[src/rtl/modinv_seq.sv]
// -----------------------------------------------------------------------------
// modinv_seq
// Multiplier-free modular inverse engine: a^-1 mod n via the extended Euclidean
// algorithm. Each quotient comes from a bit-serial restoring divider (WIDTH
// cycles), and the Bezout product q*t1 is built by shift-add in the same cycles.
//
// Parameters:
//   WIDTH    operand width of a, n, inverse and gcd (8..256)
// Ports:
//   clk      clock, rising edge
//   reset    synchronous active-high reset; clears all state and outputs
//   start    run request, sampled only while idle
//   a, n     value to invert and modulus (a may be >= n)
//   busy     high from the cycle after start is accepted until done
//   done     one-cycle pulse when results are valid
//   valid    inverse exists; held until the next accepted start
//   inverse  a^-1 mod n in 0..n-1, or 0 when valid=0
//   gcd      gcd(a, n); 0 when n < 2
//   iters    quotient step count k, saturating (only with MODINV_ITER_CNT_EN)
// Optional feature macro: MODINV_ITER_CNT_EN
// -----------------------------------------------------------------------------
module modinv_seq #(
    parameter int WIDTH = 32
) (
    input  logic             clk,
    input  logic             reset,
    input  logic             start,
    input  logic [WIDTH-1:0] a,
    input  logic [WIDTH-1:0] n,
    output logic             busy,
    output logic             done,
    output logic             valid,
    output logic [WIDTH-1:0] inverse,
    output logic [WIDTH-1:0] gcd
`ifdef MODINV_ITER_CNT_EN
    ,
    output logic [15:0]      iters
`endif
);

    localparam int TW = WIDTH + 2;
    localparam int CW = $clog2(WIDTH);

    typedef enum logic [2:0] {
        S_IDLE   = 3'd0,
        S_LOAD   = 3'd1,
        S_DIV    = 3'd2,
        S_UPDATE = 3'd3,
        S_FIXUP  = 3'd4
    } state_e;

    state_e                 state_q, state_d;
    logic [WIDTH-1:0]       r0_q, r0_d, r1_q, r1_d, n_q, n_d;
    logic [WIDTH-1:0]       rem_q, rem_d, dvd_q, dvd_d;
    logic signed [TW-1:0]   t0_q, t0_d, t1_q, t1_d, acc_q, acc_d;
    logic [CW-1:0]          cnt_q, cnt_d;
    logic                   inv_flag_q, inv_flag_d;
    logic                   busy_q, busy_d, done_q, done_d, valid_q, valid_d;
    logic [WIDTH-1:0]       inverse_q, inverse_d, gcd_q, gcd_d;
`ifdef MODINV_ITER_CNT_EN
    logic [15:0]            k_q, k_d, iters_q, iters_d;
`endif

    // One restoring-division step: shift in the next dividend bit, subtract if it fits.
    logic [WIDTH:0]         trial_s, diff_s;
    logic                   qb_s;
    logic signed [TW-1:0]   acc_step_s, inv_wrap_s;
    logic                   fix_valid_s;

    assign trial_s     = {rem_q, dvd_q[WIDTH-1]};
    assign diff_s      = trial_s - {1'b0, r1_q};
    assign qb_s        = (trial_s >= {1'b0, r1_q});
    // acc doubles each step and adds t1 for a set quotient bit, so it ends at q*t1.
    assign acc_step_s  = {acc_q[TW-2:0], 1'b0} + (qb_s ? t1_q : {TW{1'b0}});
    assign inv_wrap_s  = t0_q + $signed({2'b00, n_q});
    assign fix_valid_s = (r0_q == {{(WIDTH-1){1'b0}}, 1'b1}) && !inv_flag_q;

    // State register.
    always_ff @(posedge clk) begin
        if (reset) begin
            state_q <= S_IDLE;
        end else begin
            state_q <= state_d;
        end
    end

    // Next-state logic.
    always_comb begin
        state_d = state_q;
        case (state_q)
            S_IDLE: begin
                if (start) state_d = S_LOAD;
                else       state_d = S_IDLE;
            end
            S_LOAD: begin
                if (n_q < WIDTH'(2))              state_d = S_FIXUP;
                else if (r1_q == {WIDTH{1'b0}})   state_d = S_FIXUP;
                else                              state_d = S_DIV;
            end
            S_DIV: begin
                if (cnt_q == CW'(WIDTH - 1)) state_d = S_UPDATE;
                else                         state_d = S_DIV;
            end
            S_UPDATE: begin
                // rem_q is the remainder that becomes the new r1.
                if (rem_q == {WIDTH{1'b0}}) state_d = S_FIXUP;
                else                        state_d = S_DIV;
            end
            S_FIXUP: state_d = S_IDLE;
            default: state_d = S_IDLE;
        endcase
    end

    // Datapath and output next-state values.
    always_comb begin
        r0_d       = r0_q;
        r1_d       = r1_q;
        n_d        = n_q;
        rem_d      = rem_q;
        dvd_d      = dvd_q;
        t0_d       = t0_q;
        t1_d       = t1_q;
        acc_d      = acc_q;
        cnt_d      = cnt_q;
        inv_flag_d = inv_flag_q;
        busy_d     = busy_q;
        done_d     = 1'b0;
        valid_d    = valid_q;
        inverse_d  = inverse_q;
        gcd_d      = gcd_q;
`ifdef MODINV_ITER_CNT_EN
        k_d        = k_q;
        iters_d    = iters_q;
`endif
        case (state_q)
            S_IDLE: begin
                if (start) begin
                    r0_d      = n;
                    r1_d      = a;
                    n_d       = n;
                    busy_d    = 1'b1;
                    valid_d   = 1'b0;
                    inverse_d = {WIDTH{1'b0}};
                    gcd_d     = {WIDTH{1'b0}};
`ifdef MODINV_ITER_CNT_EN
                    k_d       = 16'd0;
                    iters_d   = 16'd0;
`endif
                end else begin
                    busy_d = 1'b0;
                end
            end
            S_LOAD: begin
                t0_d       = TW'(0);
                t1_d       = TW'(1);
                dvd_d      = r0_q;
                rem_d      = {WIDTH{1'b0}};
                acc_d      = TW'(0);
                cnt_d      = CW'(0);
                inv_flag_d = (n_q < WIDTH'(2));
            end
            S_DIV: begin
                rem_d = qb_s ? diff_s[WIDTH-1:0] : trial_s[WIDTH-1:0];
                dvd_d = {dvd_q[WIDTH-2:0], 1'b0};
                acc_d = acc_step_s;
                cnt_d = cnt_q + CW'(1);
            end
            S_UPDATE: begin
                r0_d  = r1_q;
                r1_d  = rem_q;
                t0_d  = t1_q;
                t1_d  = t0_q - acc_q;
                dvd_d = r1_q;
                rem_d = {WIDTH{1'b0}};
                acc_d = TW'(0);
                cnt_d = CW'(0);
`ifdef MODINV_ITER_CNT_EN
                k_d   = (k_q == 16'hFFFF) ? k_q : k_q + 16'd1;
`endif
            end
            S_FIXUP: begin
                busy_d  = 1'b0;
                done_d  = 1'b1;
                valid_d = fix_valid_s;
                gcd_d   = inv_flag_q ? {WIDTH{1'b0}} : r0_q;
                if (fix_valid_s) begin
                    inverse_d = t0_q[TW-1] ? inv_wrap_s[WIDTH-1:0] : t0_q[WIDTH-1:0];
                end else begin
                    inverse_d = {WIDTH{1'b0}};
                end
`ifdef MODINV_ITER_CNT_EN
                iters_d = k_q;
`endif
            end
            default: begin
                busy_d = 1'b0;
            end
        endcase
    end

    // Datapath and output registers.
    always_ff @(posedge clk) begin
        if (reset) begin
            r0_q       <= {WIDTH{1'b0}};
            r1_q       <= {WIDTH{1'b0}};
            n_q        <= {WIDTH{1'b0}};
            rem_q      <= {WIDTH{1'b0}};
            dvd_q      <= {WIDTH{1'b0}};
            t0_q       <= TW'(0);
            t1_q       <= TW'(0);
            acc_q      <= TW'(0);
            cnt_q      <= CW'(0);
            inv_flag_q <= 1'b0;
            busy_q     <= 1'b0;
            done_q     <= 1'b0;
            valid_q    <= 1'b0;
            inverse_q  <= {WIDTH{1'b0}};
            gcd_q      <= {WIDTH{1'b0}};
`ifdef MODINV_ITER_CNT_EN
            k_q        <= 16'd0;
            iters_q    <= 16'd0;
`endif
        end else begin
            r0_q       <= r0_d;
            r1_q       <= r1_d;
            n_q        <= n_d;
            rem_q      <= rem_d;
            dvd_q      <= dvd_d;
            t0_q       <= t0_d;
            t1_q       <= t1_d;
            acc_q      <= acc_d;
            cnt_q      <= cnt_d;
            inv_flag_q <= inv_flag_d;
            busy_q     <= busy_d;
            done_q     <= done_d;
            valid_q    <= valid_d;
            inverse_q  <= inverse_d;
            gcd_q      <= gcd_d;
`ifdef MODINV_ITER_CNT_EN
            k_q        <= k_d;
            iters_q    <= iters_d;
`endif
        end
    end

    assign busy    = busy_q;
    assign done    = done_q;
    assign valid   = valid_q;
    assign inverse = inverse_q;
    assign gcd     = gcd_q;
`ifdef MODINV_ITER_CNT_EN
    assign iters   = iters_q;
`endif

endmodule
[config.mk]
export PLATFORM = sky130hd
export DESIGN_NAME = modinv_seq
export DESIGN_NICKNAME = d
export VERILOG_FILES = /design/src/rtl/modinv_seq.sv
export SDC_FILE = /design/constraint.sdc
export NUM_CORES = 1
export LEC_CHECK = 0
export ABC_CLOCK_PERIOD_IN_PS = 8650
export CELL_PAD_IN_SITES_DETAIL_PLACEMENT = 2
export CELL_PAD_IN_SITES_GLOBAL_PLACEMENT = 2
export CORE_MARGIN = 5
export CORE_UTILIZATION = 25
export CTS_BUF_LIST = sky130_fd_sc_hd__clkbuf_2 sky130_fd_sc_hd__clkbuf_4 sky130_fd_sc_hd__clkbuf_8
export CTS_CLUSTER_DIAMETER = 80
export CTS_CLUSTER_SIZE = 24
export DETAILED_ROUTE_END_ITERATION = 8
export DONT_BUFFER_PORTS = 1
export PLACE_DENSITY_LB_ADDON = 0.1
export RECOVER_POWER = 100
export SLEW_MARGIN = 15
export SYNTH_ARGS = -nofsm -noshare
export SYNTH_HDL_FRONTEND = slang
export SYNTH_SLANG_ARGS = --single-unit
[constraint.sdc]
create_clock -name clk -period 8.65 [get_ports clk]
set_input_delay 0.865 -clock clk [delete_from_list [all_inputs] [get_ports clk]]
set_output_delay 0.865 -clock clk [all_outputs]
set_load 0.05 [all_outputs]
Word-level counts from Yosys, hierarchy flattened
Index checks and enable logic that the tools add are counted.
- flip-flop bits (word level): 338
- input port bits: 67
- output and inout bits: 67
- word-level logic and storage cells: 74
- add/sub/neg operators: 5
- order comparisons: 2
- eq/ne operators: 7
- mux-type cells: 29
- reduce and logical (&&, ||, !) cells: 15
- operators by type and width (cell ; number):
    $pmux W32 S2 ; 5
    $mux W32 ; 7
    $pmux W34 S2 ; 3
    $pmux W32 S3 ; 1
    $logic_not A32 Y1 ; 2
    $add A34 B34 Y34 ; 1
    $mux W34 ; 1
    $sub A34 B34 Y34 ; 1
    $ge A33 B32 Y1 ; 1
    $add A32 B32 Y32 ; 1
    $eq A32 B1 Y1 const B ; 1
    $lt A32 B2 Y1 const B ; 1
    $sub A32 B32 Y32 ; 1
    $pmux W3 S4 ; 1
    $pmux W5 S2 ; 1
    $mux W3 ; 3
    $reduce_bool A2 Y1 ; 4
    $eq A3 B2 Y1 const B ; 2
    $reduce_and A2 Y1 ; 3
    $add A5 B1 Y5 const B ; 1
    $eq A5 B5 Y1 const B ; 1
    $mux W1 ; 5
    $pmux W1 S2 ; 2
    $eq A3 B1 Y1 const B ; 1
    other kinds (8) ; 8

Depth between registers and ports, before layout
- depth in word-level cells: 4
- depth in mapped cells: 24
- depth with buffers taken out: 21

Worst setup path after synthesis
OpenSTA, ideal clock, no wires.
- kind: register -> register
- from: reg r1_q[16]
- to: reg acc_q[21]
- library setup time: 0.124 ns
- arrival: 4.420 ns
- slack: 4.106 ns
- cell stages (with the launch flop): 24
- path buffers: 2
- clock period less this slack: 4.544 ns
- path through: dfxtp_1 inv_1 ha_1 and3_1 nand4_1 or2_1 o22a_1 o21a_1 o211ai_4 buf_6 buf_4 and2_1 ha_1 inv_1 fa_1 nand2b_1 a21o_1 a21oi_1 and3b_1 o21ai_1 a31oi_1 o21ai_0 mux2i_1 nand3_1
- word-level cells in the longest chain between the ends: 4
- ends and longest elaborated chain (element ; line ; source):
    start: declaration ; 53 ; logic [WIDTH-1:0] r0_q, r0_d, r1_q, r1_d, n_q, n_d;
    start signal: assignment ; 205 ; r1_q <= {WIDTH{1'b0}};
    start signal: assignment ; 225 ; r1_q <= r1_d;
    $ge A33 B32 Y1 ; 72 ; assign qb_s = (trial_s >= {1'b0, r1_q});
    $mux W34 ; 74 ; assign acc_step_s = {acc_q[TW-2:0], 1'b0} + (qb_s ? t1_q : {TW{1'b0}});
    $add A34 B34 Y34 ; 74 ;
    $pmux W34 S2 ; 135 ; case (state_q)
    end signal: assignment ; 211 ; acc_q <= TW'(0);
    end signal: assignment ; 231 ; acc_q <= acc_d;
    end: declaration ; 55 ; logic signed [TW-1:0] t0_q, t0_d, t1_q, t1_d, acc_q, acc_d;
Every way passes these cells.
A chain may end at the register's enable or synchronous reset.

Final worst setup path
- from: reg r1_q[7]
- to: reg acc_q[21]
The elaborated chain is that of the path after synthesis.

==> results.md <==
Layout:
- The flip-flop and latch area is 6770 µm².
- The number of filler instances in the final layout is ~9.3k.
- The largest registers in the layout are acc_q (34), t0_q (34), t1_q (34).
- Excluding fillers, the count of instances in the completed layout stands at about 3.6k.
- For this run, the post-layout net count is roughly 2.7k.
- The fraction of final layout cells with drive strength greater than 1 is 4.71%.
- Compared with the post-synthesis result, the final layout area differs by 8.34%.
- The area occupied by multi-input gates is 12500 µm².

Die:
- For this design the top-level I/O count stands at between 100 and 150.
- The floorplan step defined a core boundary enclosing a little over 80000 µm².
- The die boundary width is 294 µm.
- The initial standard-cell utilization of the core is 25.2%.
- Measured along the y axis, the die boundary spans about 290 µm.
- The die covers 86700 µm².
- Row generation in the floorplan step produced between 100 and 150 rows.

GRT:
- After global routing the overflow that remains totals 0.
- The number of antenna violations at the first check in global routing is 6.
- The global-route total usage across every layer is about a fifth.
- The maximum number of pins on one net before global-route repair is roughly 290.
- The wire length of the first global-routing pass is approximately 130000 µm.
- The number of global-route vias before repair is 20.1k.

Clocking:
- In this run the number of H-tree levels came out at 1.
- The buffer levels on the longest clock path is 3.
- The post-cts hold buffer count is 0.
- For this design, the sink count on the clock tree is between 300 and 400.
- TritonCTS built the clock tree.
- After clock tree synthesis, the repair step resized 0 gates.
- After clock tree synthesis, the clock-pin slew on the worst setup and hold paths is 0.13 ns.
- The clock root buffer is sky130_fd_sc_hd__clkbuf_8.
- The post-CTS setup-driven buffer insertion count is 0.
- In this run, CTS created clock tree buffers numbering 31.
- The clock insertion delay at the later pin of the skew report is about 0.7 ns.

Timing:
- Setup repair after global routing left no endpoint under its margin.
- In the final timing run, aggregate negative setup slack is 0 ns.
- The slew of the pin with the lowest slew margin is about 3.7 ns.
- The count of final setup violators is 0.
- The number of hold violations in the final report is 0.
- Clock skew on the completed layout was measured at between 0.06 and 0.07 ns.
- The shortest clock period the worst path allows after layout is ~6.7 ns.
- Derived from the worst setup path, the maximum achievable clock frequency is between 100 and 150 MHz.
- The number of max-slew violations in the final report is around 550.
- The worst slew slack as a fraction of its limit is -144%.
- The share of the clock period used by the worst path is just under 80%.

Run status:
- The checks that failed: max-capacitance violations, max-slew violations.
- The run finished, with violations left.

Synth:
- Among all cell types in the netlist, the one instantiated most often is sky130_fd_sc_hd__nand2_1.
- The commonest cells after synthesis are 361 x sky130_fd_sc_hd__nand2_1, 338 x sky130_fd_sc_hd__dfxtp_1, 320 x sky130_fd_sc_hd__nor2_1, 238 x sky130_fd_sc_hd__a21oi_1, 130 x sky130_fd_sc_hd__ha_1.
- Synthesis inferred approximately 340 register bits.
- The async set or reset register ratio after synthesis is 0%.
- Averaged over all synthesized cells, the footprint is 7.75 µm².
- The commonest register cell after synthesis is sky130_fd_sc_hd__dfxtp_1.
- In the synthesized netlist, the number of instances is between 2k and 3k.
- The mapped netlist covers roughly 20000 µm².
- The number of nets in the synthesized netlist is 2812.
- For this run, the number of Yosys warnings is 0.
- Counting flops with a built-in enable in the synthesized netlist gives 0.
- In the post-synthesis netlist, the biggest area contributors are sky130_fd_sc_hd__dfxtp_1 33%, sky130_fd_sc_hd__ha_1 8.0%, sky130_fd_sc_hd__nand2_1 6.7%.
- The share of the synthesized area in the top cell type is around a third.
- The portion of the post-synthesis area used by sequential elements is roughly a third.
- The number of different library cells used by synthesis comes to between 80 and 90.
- The cell taking the most area after synthesis is sky130_fd_sc_hd__dfxtp_1.

Routing:
- In the routed design, unresolved DRC markers number 0.
- The number of violations reported at the end of detailed-routing iteration 0 is 971.
- For this block, the via count after detailed routing is roughly 19k.
- Before antenna repair, the detailed router went through 6 iterations.
- The via density per instance is between 5 and 6.
- The antenna violation net count after detailed routing is 0.
- The routed design has 89500 µm of wire.
- Dividing the detail-routed wire length by the instance count gives roughly 25 µm.

Place:
- At the end of routability-driven placement, the weighted congestion stood at ~0.82.
- The quantity of I/O buffers inserted on ports is 0.
- The instance count after placement with tap cells included is 3553.
- The sum of net half-perimeters after detailed placement is 67100 µm.

Min path:
- The class of the worst hold path is in2reg.

Power and ir drop:
- The reported net switching power is between 1 and 1.5 mW.
- VDD sags by at most ~0.084 mV.
- The sequential share of power is 48.0%.
- The analysis attributes to cell leakage a power of roughly 8.4 nW.
- The internal portion of the total power is 2.27 mW.
- In this run, the combinational gates consume ~18% of the power.
- The net switching fraction of the power is 36.6%.
- Dividing total power by cell area gives a power density of 164 nW/µm².
- The share of total power dissipated in the clock network is between 30% and 40%.

Setup path:
- The largest fanout on the critical path is 42.
- The sort of element at the start of the critical path is a flip-flop.
- The capturing element type of the critical path is a flip-flop.
- The endpoint required time on the critical path is between 9 and 10 ns.
- STA puts the critical path data arrival time at approximately 7.3 ns.
- The worst setup path is of the reg2reg kind.

Flow run:
- The tool flagged a number of max-cap violations equal to 14.
## per-stage QoR
step / utilization [%] / power [mW] / instance area, µm² / hold slack (ns) / worst slack (ns)
final: 27.3 / 3.59 / 21900 / 0.240 / 1.92
after detailed placement: 26.4 / 2.42 / 21200 / 0.460 / 2.97
after floorplan: - / 2.17 / 20200 / 0.436 / 4.11
after global routing: 27.3 / 3.77 / 21900 / 0.172 / 1.32
after global placement: 26.4 / 2.41 / 21200 / 0.451 / 3.05
after CTS: 27.4 / 3.66 / 22000 / 0.166 / 2.91
## per-layer routing
metal	vias to the layer above	routed length [µm]	global-route usage [%]
met3	69	3780	2.74
met1	9841	46800	30.5
li1	9138	-	-
met4	0	1480	3.47
met5	-	0	0
met2	282	37400	29.7
## worst max-delay path: stages, from the launching register on
cell,delay (ns)
sky130_fd_sc_hd__dfxtp_1,0.52
sky130_fd_sc_hd__inv_1,0.09
sky130_fd_sc_hd__ha_1,0.42
sky130_fd_sc_hd__nand3_1,0.21
sky130_fd_sc_hd__a21oi_1,0.37
sky130_fd_sc_hd__o211ai_1,0.22
sky130_fd_sc_hd__o21a_1,0.27
sky130_fd_sc_hd__o211ai_1,0.25
sky130_fd_sc_hd__clkbuf_1,1.45
sky130_fd_sc_hd__and2_1,0.29
sky130_fd_sc_hd__ha_1,0.19
sky130_fd_sc_hd__inv_1,0.07
sky130_fd_sc_hd__fa_1,0.38
sky130_fd_sc_hd__nand2b_1,0.20
sky130_fd_sc_hd__a21o_1,0.21
sky130_fd_sc_hd__a21oi_1,0.21
sky130_fd_sc_hd__and3b_1,0.24
sky130_fd_sc_hd__o21ai_1,0.21
sky130_fd_sc_hd__a31oi_1,0.19
sky130_fd_sc_hd__o21ai_0,0.27
sky130_fd_sc_hd__mux2i_1,0.21
sky130_fd_sc_hd__nand3_1,0.09
## power groups by stage
stage / Combinational (mW) / Sequential, mW / Clock, mW
finish: 0.650 / 1.72 / 1.21
global route: 0.716 / 1.73 / 1.32
CTS: 0.664 / 1.72 / 1.27
detailed placement: 0.660 / 1.76 / 0
global placement: 0.651 / 1.75 / 0
floorplan: 0.479 / 1.70 / 0
## cells by family (layout without fill, tap and decap cells)
group                      Yosys count  after routing  share of synthesized area (%)
other                                0              1                              0
AOI/OAI and AO/OA                  751            751                           24.5
DFF                                338            338                           33.5
adders and majority gates          134            134                           8.44
muxes                               62             62                           3.19
and+or+nand+nor                    980            980                           21.4
xor gates and xnor gates            95             95                           4.11
buffers and inverters              251            190                           4.86
## placed cells by master, fill, tap and decap left out, drive strengths merged, types with 38 or more instances in the layout
cell type	synthesis	routed
dfxtp	338	338
a21oi	238	238
and2	38	38
ha	130	130
xnor2	52	52
nor3	54	54
xor2	43	43
a22oi	90	90
nor2	320	320
nand2	362	362
a21o	55	55
clkbuf	115	44
inv	107	121
mux2i	42	42
a31oi	45	45
nand3	66	66
o21ai	101	101
## path summary, 6_finish.rpt
path / startpoint / to / slack [ns] / cells past startpoint
max: r1_q[7]$_SDFFE_PP0P_ / acc_q[21]$_SDFFE_PP0P_ / 1.92 / 21
min: reset / rem_q[12]$_SDFFE_PP0P_ / 0.24 / 1
max reg2reg: r1_q[7]$_SDFFE_PP0P_ / acc_q[21]$_SDFFE_PP0P_ / 1.92 / 21
min reg2reg: n_q[0]$_SDFFE_PP0P_ / n_q[0]$_SDFFE_PP0P_ / 0.48 / 2
## final cells by class
class,instances,area share [%]
Tap cell,1060,6.05
Clock buffer,32,1.98
Inverter,107,1.83
Multi-Input combinational cell,2022,57.0
Clock inverter,25,1.56
Timing Repair Buffer,26,0.685
Antenna cell,1,0.0114
Sequential cell,338,30.9
Note: power is estimated with default switching activity, not from simulation.
